$ cat src/rtl/frame_painter_if.sv
// Pixel-write bus between the game FSM and frame_painter, plus the image ROM read port.
// Signal names match the VGA adapter / ROM pin names they connect to.
interface frame_painter_if #(
    parameter int X_W      = 8,
    parameter int Y_W      = 7,
    parameter int COLOUR_W = 3,
    parameter int ADDR_W   = 15
);
    logic                iStart;
    logic [X_W-1:0]      iX0;
    logic [Y_W-1:0]      iY0;
    logic [X_W-1:0]      iWidth;
    logic [Y_W-1:0]      iHeight;
    logic [COLOUR_W-1:0] iColour;
    logic [ADDR_W-1:0]   iBaseAddr;
    logic [ADDR_W-1:0]   oRomAddr;
    logic [COLOUR_W-1:0] iRomData;
    logic [X_W-1:0]      oX;
    logic [Y_W-1:0]      oY;
    logic [COLOUR_W-1:0] oColour;
    logic                oPlot;
    logic                oBusy;
    logic                oDone;

    modport master (
        output iStart, iX0, iY0, iWidth, iHeight, iColour, iBaseAddr, iRomData,
        input  oRomAddr, oX, oY, oColour, oPlot, oBusy, oDone
    );

    modport slave (
        input  iStart, iX0, iY0, iWidth, iHeight, iColour, iBaseAddr, iRomData,
        output oRomAddr, oX, oY, oColour, oPlot, oBusy, oDone
    );
endinterface

$ cat src/rtl/frame_painter.sv
// Rectangle painter: scans a captured rectangle row-major, one pixel per clock, clipping off-screen pixels.
// Define FRAME_PAINTER_ROM_EN to take colour from the image ROM (latency ROM_LATENCY) instead of iColour.
module frame_painter #(
    parameter int X_PIXELS    = 160,
    parameter int Y_PIXELS    = 120,
    parameter int X_W         = 8,
    parameter int Y_W         = 7,
    parameter int COLOUR_W    = 3,
    parameter int ADDR_W      = 15,
    parameter int ROM_LATENCY = 1
) (
    input logic            iClock,
    input logic            iResetn,
    frame_painter_if.slave bus
);
`ifdef FRAME_PAINTER_ROM_EN
    localparam bit ROM_EN = 1'b1;
`else
    localparam bit ROM_EN = 1'b0;
`endif
    localparam int STAGES = ROM_EN ? ROM_LATENCY : 0;
    localparam int FC_W   = $clog2(STAGES + 2);

    typedef enum logic [1:0] {IDLE, RUN, FLUSH, DONE} state_t;
    state_t state_q, state_d;

    logic [X_W-1:0]    x0_q, w_q, col_q;
    logic [Y_W-1:0]    y0_q, h_q, row_q;
    logic [ADDR_W-1:0] addr_q;
    logic [FC_W-1:0]   flush_q;
    logic              busy_q, done_q;

    logic              accept, issue, last_col, last_px, empty, on_screen;
    logic [X_W:0]      px_x;
    logic [Y_W:0]      px_y;

    // Pipeline: stage 0 is the issue register, stage STAGES drives the outputs.
    logic [STAGES:0]   vld_pipe;
    logic [X_W-1:0]    x_pipe [0:STAGES];
    logic [Y_W-1:0]    y_pipe [0:STAGES];

    assign empty    = (bus.iWidth == '0) || (bus.iHeight == '0);
    assign last_col = (col_q == w_q - X_W'(1));
    assign last_px  = last_col && (row_q == h_q - Y_W'(1));

    // One extra bit so x0+col / y0+row past the edge cannot wrap back on screen.
    assign px_x      = {1'b0, x0_q} + {1'b0, col_q};
    assign px_y      = {1'b0, y0_q} + {1'b0, row_q};
    assign on_screen = (px_x < (X_W+1)'(X_PIXELS)) && (px_y < (Y_W+1)'(Y_PIXELS));

    always_comb begin
        state_d = state_q;
        accept  = 1'b0;
        issue   = 1'b0;
        case (state_q)
            IDLE: begin
                if (bus.iStart) begin
                    accept  = 1'b1;
                    state_d = empty ? DONE : RUN;
                end
            end
            RUN: begin
                issue = 1'b1;
                if (last_px) state_d = FLUSH;
            end
            FLUSH: begin
                if (flush_q == FC_W'(STAGES)) state_d = DONE;
            end
            DONE:    state_d = IDLE;
            default: state_d = IDLE;
        endcase
    end

    always_ff @(posedge iClock or negedge iResetn) begin
        if (!iResetn) begin
            state_q <= IDLE;
            x0_q    <= '0;
            y0_q    <= '0;
            w_q     <= '0;
            h_q     <= '0;
            col_q   <= '0;
            row_q   <= '0;
            addr_q  <= '0;
            flush_q <= '0;
            busy_q  <= 1'b0;
            done_q  <= 1'b0;
        end else begin
            state_q <= state_d;
            busy_q  <= (state_d != IDLE);
            done_q  <= (state_d == DONE);
            flush_q <= (state_q == FLUSH) ? flush_q + FC_W'(1) : '0;
            if (accept) begin
                x0_q   <= bus.iX0;
                y0_q   <= bus.iY0;
                w_q    <= bus.iWidth;
                h_q    <= bus.iHeight;
                col_q  <= '0;
                row_q  <= '0;
                addr_q <= bus.iBaseAddr;
            end else if (issue) begin
                // Clipped pixels still consume an address so the ROM image stays aligned.
                addr_q <= addr_q + ADDR_W'(1);
                if (last_col) begin
                    col_q <= '0;
                    row_q <= row_q + Y_W'(1);
                end else begin
                    col_q <= col_q + X_W'(1);
                end
            end
        end
    end

    always_ff @(posedge iClock or negedge iResetn) begin
        if (!iResetn) begin
            vld_pipe <= '0;
            for (int i = 0; i <= STAGES; i++) begin
                x_pipe[i] <= '0;
                y_pipe[i] <= '0;
            end
        end else begin
            vld_pipe[0] <= issue && on_screen;
            x_pipe[0]   <= px_x[X_W-1:0];
            y_pipe[0]   <= px_y[Y_W-1:0];
            for (int i = 1; i <= STAGES; i++) begin
                vld_pipe[i] <= vld_pipe[i-1];
                x_pipe[i]   <= x_pipe[i-1];
                y_pipe[i]   <= y_pipe[i-1];
            end
        end
    end

`ifdef FRAME_PAINTER_ROM_EN
    // ROM data for the pixel issued STAGES cycles ago is valid now; register it with that pixel.
    logic [COLOUR_W-1:0] colour_q;

    always_ff @(posedge iClock or negedge iResetn) begin
        if (!iResetn) colour_q <= '0;
        else          colour_q <= bus.iRomData;
    end

    assign bus.oColour = colour_q;
`else
    logic [COLOUR_W-1:0] fill_q;
    logic [COLOUR_W-1:0] colour_q;

    always_ff @(posedge iClock or negedge iResetn) begin
        if (!iResetn) begin
            fill_q   <= '0;
            colour_q <= '0;
        end else begin
            if (accept) fill_q <= bus.iColour;
            colour_q <= fill_q;
        end
    end

    assign bus.oColour = colour_q;
`endif

    assign bus.oX       = x_pipe[STAGES];
    assign bus.oY       = y_pipe[STAGES];
    assign bus.oPlot    = vld_pipe[STAGES];
    assign bus.oRomAddr = addr_q;
    assign bus.oBusy    = busy_q;
    assign bus.oDone    = done_q;
endmodule

$ cat src/flat_wrapper.sv
// flat-port wrapper written by rule: the top's interface ports become plain ports
module frame_painter_flat 
#(
    parameter int X_PIXELS    = 160,
    parameter int Y_PIXELS    = 120,
    parameter int X_W         = 8,
    parameter int Y_W         = 7,
    parameter int COLOUR_W    = 3,
    parameter int ADDR_W      = 15,
    parameter int ROM_LATENCY = 1
)
  (iClock, iResetn, bus_iStart, bus_iX0, bus_iY0, bus_iWidth, bus_iHeight, bus_iColour, bus_iBaseAddr, bus_iRomData, bus_oRomAddr, bus_oX, bus_oY, bus_oColour, bus_oPlot, bus_oBusy, bus_oDone);
  frame_painter_if #(.X_W(X_W), .Y_W(Y_W), .COLOUR_W(COLOUR_W), .ADDR_W(ADDR_W)) bus_i ();
  input logic iClock;
  input logic iResetn;
  input wire logic [$bits(bus_i.iStart)-1:0] bus_iStart;
  input wire logic [$bits(bus_i.iX0)-1:0] bus_iX0;
  input wire logic [$bits(bus_i.iY0)-1:0] bus_iY0;
  input wire logic [$bits(bus_i.iWidth)-1:0] bus_iWidth;
  input wire logic [$bits(bus_i.iHeight)-1:0] bus_iHeight;
  input wire logic [$bits(bus_i.iColour)-1:0] bus_iColour;
  input wire logic [$bits(bus_i.iBaseAddr)-1:0] bus_iBaseAddr;
  input wire logic [$bits(bus_i.iRomData)-1:0] bus_iRomData;
  output wire logic [$bits(bus_i.oRomAddr)-1:0] bus_oRomAddr;
  output wire logic [$bits(bus_i.oX)-1:0] bus_oX;
  output wire logic [$bits(bus_i.oY)-1:0] bus_oY;
  output wire logic [$bits(bus_i.oColour)-1:0] bus_oColour;
  output wire logic [$bits(bus_i.oPlot)-1:0] bus_oPlot;
  output wire logic [$bits(bus_i.oBusy)-1:0] bus_oBusy;
  output wire logic [$bits(bus_i.oDone)-1:0] bus_oDone;
  assign bus_i.iStart = bus_iStart;
  assign bus_i.iX0 = bus_iX0;
  assign bus_i.iY0 = bus_iY0;
  assign bus_i.iWidth = bus_iWidth;
  assign bus_i.iHeight = bus_iHeight;
  assign bus_i.iColour = bus_iColour;
  assign bus_i.iBaseAddr = bus_iBaseAddr;
  assign bus_i.iRomData = bus_iRomData;
  assign bus_oRomAddr = bus_i.oRomAddr;
  assign bus_oX = bus_i.oX;
  assign bus_oY = bus_i.oY;
  assign bus_oColour = bus_i.oColour;
  assign bus_oPlot = bus_i.oPlot;
  assign bus_oBusy = bus_i.oBusy;
  assign bus_oDone = bus_i.oDone;
  frame_painter #(.X_PIXELS(X_PIXELS), .Y_PIXELS(Y_PIXELS), .X_W(X_W), .Y_W(Y_W), .COLOUR_W(COLOUR_W), .ADDR_W(ADDR_W), .ROM_LATENCY(ROM_LATENCY)) u_core (.iClock(iClock), .iResetn(iResetn), .bus(bus_i));
endmodule
$ cat config.mk
export PLATFORM = sky130hd
export DESIGN_NAME = frame_painter_flat
export DESIGN_NICKNAME = d
export VERILOG_FILES = /design/src/rtl/frame_painter_if.sv /design/src/rtl/frame_painter.sv /design/src/flat_wrapper.sv
export SDC_FILE = /design/constraint.sdc
export NUM_CORES = 1
export LEC_CHECK = 0
export BUFFER_PORTS_ARGS = -buffer_cell sky130_fd_sc_hd__buf_2
export CORE_MARGIN = 2
export CORE_UTILIZATION = 50
export DETAILED_ROUTE_END_ITERATION = 16
export GPL_TIMING_DRIVEN = 0
export PLACE_DENSITY = 0.73
export SYNTH_ARGS = -nofsm -noshare
export SYNTH_HDL_FRONTEND = slang
export SYNTH_SLANG_ARGS = --single-unit
export TNS_END_PERCENT = 100
$ cat constraint.sdc
create_clock -name iClock -period 3.5 [get_ports iClock]
set_input_delay 0.35 -clock iClock [delete_from_list [all_inputs] [get_ports iClock]]
set_output_delay 0.35 -clock iClock [all_outputs]
set_load 0.1 [all_outputs]
# Yosys cells after proc, flatten, opt, wreduce, memory -nomap -nowiden
# Cells that the tools add are included.
totals:
  inputBits: 54
  rom_bits: 0
  n_memories: 0
  regBits: 87
  output_inout_bits: 36
  latch_bits: 0
  ramBits: 0
  elab_cells: 60
op_classes:
  n_shift: 0
  n_mul: 0
  magnitude_cmp: 2
  add_sub_neg: 8
  div_mod_pow: 0
  eq_ne: 6
  bitwise: 0
  reduce_logical: 11
  muxes: 17
op_table:
  columns: ["cell", "count"]
  rows:
  - ["$mux W15", 2]
  - ["$mux W8", 3]
  - ["$mux W7", 3]
  - ["$add A15 B1 Y15 const B", 1]
  - ["$add A8 B8 Y9", 1]
  - ["$lt A9 B8 Y1 const B", 1]
  - ["$add A7 B7 Y8", 1]
  - ["$add A8 B1 Y8 const B", 1]
  - ["$eq A8 B8 Y1", 1]
  - ["$logic_not A8 Y1", 1]
  - ["$lt A8 B7 Y1 const B", 1]
  - ["$mux W2", 4]
  - ["$pmux W2 S4", 1]
  - ["$sub A8 B1 Y8 const B", 1]
  - ["$add A7 B1 Y7 const B", 1]
  - ["$eq A7 B7 Y1", 1]
  - ["$logic_not A7 Y1", 1]
  - ["$sub A7 B1 Y7 const B", 1]
  - ["$eq A2 B2 Y1 const B", 3]
  - ["$reduce_bool A2 Y1", 3]
  - ["$mux W1", 4]
  - ["$logic_and A1 B1 Y1", 3]
  - ["$eq A2 B1 Y1 const B", 1]
  - ["$logic_not A2 Y1", 1]
  - ["other kinds (3)", 3]

# Depth between registers and ports, before layout
logic_depth:
  depth_word: 6
  mapped_depth: 10

# Least setup slack after synthesis
# Ideal clock, no wire load.
synth_path:
  kind: "flip-flop to flip-flop"
  startpoint: "reg u_core.col_q[0]"
  endpoint: "reg u_core.vld_pipe, in the netlist u_core.bus.oPlot"
  stages_incl_launch_ff: 9
  synth_period_minus_slack_ns: 2.353
  slack_ns: 1.147
  n_path_buf: 0
  t_arrival_ns: 2.233
  required_ns: 3.380
  setup_ns: 0.120
  path_cell_list: "dfrtp_1 > ha_1 > fa_1 > a211oi_1 > o21bai_1 > a21oi_1 > o2bb2ai_1 > a221o_1 > o211a_1"
synth_via:
  elab_chain_cells: 4
synth_lines:
  columns: ["element", "line", "source"]
  rows:
  - ["from (decl)", "frame_painter.sv:27", "logic [X_W-1:0] x0_q, w_q, col_q;"]
  - ["from (signal assigned)", "frame_painter.sv:107", "col_q <= col_q + X_W'(1);"]
  - ["$add A8 B8 Y9", "frame_painter.sv:47", "assign px_x = {1'b0, x0_q} + {1'b0, col_q};"]
  - ["$lt A9 B8 Y1", "frame_painter.sv:49", "assign on_screen = (px_x < (X_W+1)'(X_PIXELS)) && (px_y < (Y_W+1)'(Y_PIXELS));"]
  - ["$logic_and A1 B1 Y1", "frame_painter.sv:49", null]
  - ["$logic_and A1 B1 Y1", "frame_painter.sv:121", "vld_pipe[0] <= issue && on_screen;"]
  - ["to (signal, indexed assignment)", "frame_painter.sv:125", "vld_pipe[i] <= vld_pipe[i-1];"]
  - ["to (decl)", "frame_painter.sv:38", "logic [STAGES:0] vld_pipe;"]
# Every way passes these cells.
# A chain may end at the register's enable or synchronous reset.

# Worst setup path after layout
# Same ends and word-level chain as after synthesis.

==> metrics.txt <==
outcome=completed; post-CTS setup buffer count=0; Post-synth EDFFs=0; Diodes inserted=0; mux contribution to synthesized area=less than 1%; via/cell ratio=5.59; max_cap viols=0; Port-buffer cells=85; worst ir drop on vdd=between 700 and 800 uV; simple-gate share of the synthesized area=21.0%; Buffers & Inverters on Critical Path=0; Startpoint Class=register; vias in the first global route=3,926; TritonCTS clock tree=done; Post-Syn Nets=between 500 and 600; WL final=roughly 11 mm; largest family of logic cells by synthesized area=simple AND/OR/NAND/NOR gates; Die Y=101 um; Comb pwr share=about half; RSZ-0062 raised after global routing=no; Primary FF master, synth=dfrtp_1; Compound-Gate Fraction of Synth Area=16.2%; period utilization=between 70% and 80%; FF+latch count, synth=87; WHS=approximately 180 ps; critical path type=register to register; Max stage delay on crit path=between 400 and 500 ps; largest net degree at the start of global routing=between 50 and 60; first-pass GRT wire length=18.5 mm; Async SR Flop Fraction=100%; Slew @ Worst Pin=approximately 690 ps; Final Slew Violations=0; clock buffer depth=2; core area=about 9200 sq um; synthesized area=approximately 4700 sq um; dpl hpwl=around 8 mm; Pint=between 2 and 3 mW; antenna-violating nets left=0; Die X-Extent=between 100 and 150 um; CTS sink cnt=87; post-synthesis adder-cell area fraction=between 6 and 7%; Worst EP required=3750 ps; Root Driver=clkbuf_8; clock transition at the registers of the reported paths=90 ps; CP top delay family=compound AO/OA/AOI/OAI gates; Post-Synthesis Cells=514; final setup vio count=0; Synth Area in XOR/XNOR=under 10%; Iter 0 DRT Violations=roughly 260; setup TNS=0 ps; clock power share=approximately 15%; final worst setup slack=between 800 and 900 ps; die area=around 10,000 sq um; drc violations=0; Final #Nets=between 600 and 700; area added between synthesis and finish=17.7%; Pwr per Cell Area=between 900 and 1000 nW/um^2; Finished Layout Cells=roughly 730; Starting Density=a little over 50%; Worst Path Arrival=between 2000 and 3000 ps; CTS H-Tree Depth=3; gp weighted congestion=between 0.8 and 0.9; crit end category=register; Final min period=roughly 2700 ps; Cell variety after synth=60; post-synthesis sequential area ratio=between 40% and 50%; Clock Latency Late Sink=about 360 ps; class of the worst hold path=input pin to register; total track usage=around 23%; crit-path cells=ha_1 -> fa_1 -> a211oi_1 -> o21bai_1 -> a21oi_1 -> o2bb2ai_1 -> a221o_1 -> o211a_1; GRT overflow=0; Net Sw Power=2.72 mW; largest fanout on the critical path=6; Syn Area/Cell=between 9 and 10 sq um; Final Hold Viols=0; Max transition margin=a little over half; Ports=90; DR pass1 iterations=5; Total Power=roughly 5.3 mW; CTS-repair resized insts=0; leakage=approximately 2.8 nW; Achievable Freq=approximately 0.37 GHz; part of the power in registers=between 30% and 40%; CTS buffer count=9; switch share=between 50% and 60%; row count=35; CP max-delay cell=dfrtp_1; DR WL/cell=approximately 15 um; Clock Skew=about 8.2 ps; Syn. warnings=0; Vias=roughly 4,100; dpl cells=a little over 700; layout cells sized above 1=a little under a fifth; DP Worst Slack=838 ps; initial antenna violation count=0
## flip-flops by register name (all words and copies together) (netlist names), 2 cells and up
| register | cells |
|---|---|
| u_core.bus.oRomAddr | 15 |
| u_core.col_q | 8 |
| u_core.bus.oX | 8 |
| u_core.h_q | 7 |
| u_core.w_q | 8 |
| u_core.x0_q | 8 |
| u_core.state_q | 2 |
| u_core.bus.oY | 7 |
| u_core.row_q | 7 |
| u_core.fill_q | 3 |
| u_core.bus.oColour | 3 |
| u_core.y0_q | 7 |
## worst paths after layout
check,cells after the start,slack (ps),start,to
max,8,810,u_core.col_q[0],u_core.bus.oPlot
min,3,180,bus_iX0[1],u_core.x0_q[1]
max reg2reg,8,810,u_core.col_q[0],u_core.bus.oPlot
min reg2reg,0,380,u_core.fill_q[2],u_core.bus.oColour[2]
max in group asynchronous,3,2400,iResetn,u_core.bus.oY[3]
min in group asynchronous,2,490,iResetn,u_core.bus.oBusy
## final cells by class
type                    count  area [sq um]
inverters                  18          67.6
clock buffers              11           151
multi-input cells         386          2360
repair buffers             87           465
fillers                   784          3640
well taps                 111           139
flip-flops and latches     87          2180
plain buffers              23           115
clock inverters             5          80.1
## cells in the final DEF, fill, tap and decap left out, drive strengths merged, types with 3 or more instances in the layout
cell	Yosys	layout
nand2	119	119
buf	3	89
dfrtp	87	87
a21oi	34	34
clkbuf	20	31
o21ai	25	25
nor2	24	24
ha	20	20
xor2	19	19
inv	18	18
nand4	14	14
xnor2	12	12
nand3	11	11
o22ai	9	9
nor3	8	8
a21o	7	7
nor2b	5	5
a31oi	5	5
or4	5	5
a211oi	4	4
o31ai	4	4
o311ai	4	4
or3	4	4
nor4	4	4
and3	4	4
o211a	3	3
nor3b	3	3
o211ai	3	3
o2bb2ai	3	3
mux2i	3	3
and2	3	3
## cell usage after synthesis (all sizes together) (2+ instances only)
| library cell | count | area [sq um] |
|---|---|---|
| nand2 | 119 | 449 |
| dfrtp | 87 | 2180 |
| a21oi | 34 | 170 |
| o21ai | 25 | 125 |
| nor2 | 24 | 95.1 |
| clkbuf | 20 | 95.1 |
| ha | 20 | 250 |
| xor2 | 19 | 166 |
| inv | 18 | 67.6 |
| nand4 | 14 | 87.6 |
| xnor2 | 12 | 105 |
| nand3 | 11 | 60.1 |
| o22ai | 9 | 56.3 |
| nor3 | 8 | 51.3 |
| a21o | 7 | 52.6 |
| a31oi | 5 | 31.3 |
| nor2b | 5 | 31.3 |
| or4 | 5 | 37.5 |
| a211oi | 4 | 30.0 |
| and3 | 4 | 27.5 |
| nor4 | 4 | 31.3 |
| o311ai | 4 | 35.0 |
| o31ai | 4 | 30.0 |
| or3 | 4 | 25.0 |
| and2 | 3 | 18.8 |
| buf | 3 | 20.0 |
| mux2i | 3 | 30.0 |
| nor3b | 3 | 22.5 |
| o211a | 3 | 30.0 |
| o211ai | 3 | 22.5 |
| o2bb2ai | 3 | 26.3 |
| a211o | 2 | 17.5 |
| a221o | 2 | 20.0 |
| a221oi | 2 | 23.8 |
| a22oi | 2 | 15.0 |
| and4 | 2 | 17.5 |
| fa | 2 | 40.0 |
| nand2b | 2 | 12.5 |
| o21a | 2 | 15.0 |
| o21bai | 2 | 15.0 |
## worst reg2reg max path: cells and delay by family (launching register included)
family                   cells  cell delay, ps
AO/OA/AOI/OAI                6            1360
adder cells (fa/ha/maj)      2             740
flip-flops                   1             480
## kinds of logic (layout without fill, tap and decap cells)
family,Yosys count,after routing
AOI/OAI and AO/OA,118,118
xor gates and xnor gates,31,31
adders and majority gates,23,23
buffers and inverters,41,144
DFF,87,87
muxes,3,3
and+or+nand+nor,211,211
## layer usage
metal / global-route usage (%) / part of all wire [%]
met5: 0 / 0
met4: 7.28 / 2.0
met3: 4.21 / 4.9
met2: 37.4 / 47
met1: 30.7 / 46
## power groups by stage
stage          Sequential (mW)  Clock, mW  Combinational (mW)
3_3_place_gp              1.75          0                2.66
3_5_place_dp              1.77          0                2.73
2_1_floorplan             2.79          0                1.16
5_1_grt                   1.81      0.856                2.96
4_1_cts                   1.75      0.817                2.74
6_report                  1.76      0.806                2.73
## per-stage QoR
| step | utilization [%] | instance area (sq um) |
|---|---|---|
| floorplan | - | 4720 |
| global placement | 57.4 | 5280 |
| detailed placement | 57.8 | 5310 |
| CTS | 60.4 | 5550 |
| global route | 60.4 | 5550 |
| finish | 60.4 | 5550 |
## timing repair
item | in CTS | in global routing
endpoints found under the hold margin | 34 | 0
endpoints found under the setup margin | 0 | 0
hold buffers | 1 | 0
Note: power is estimated with default switching activity, not from simulation.
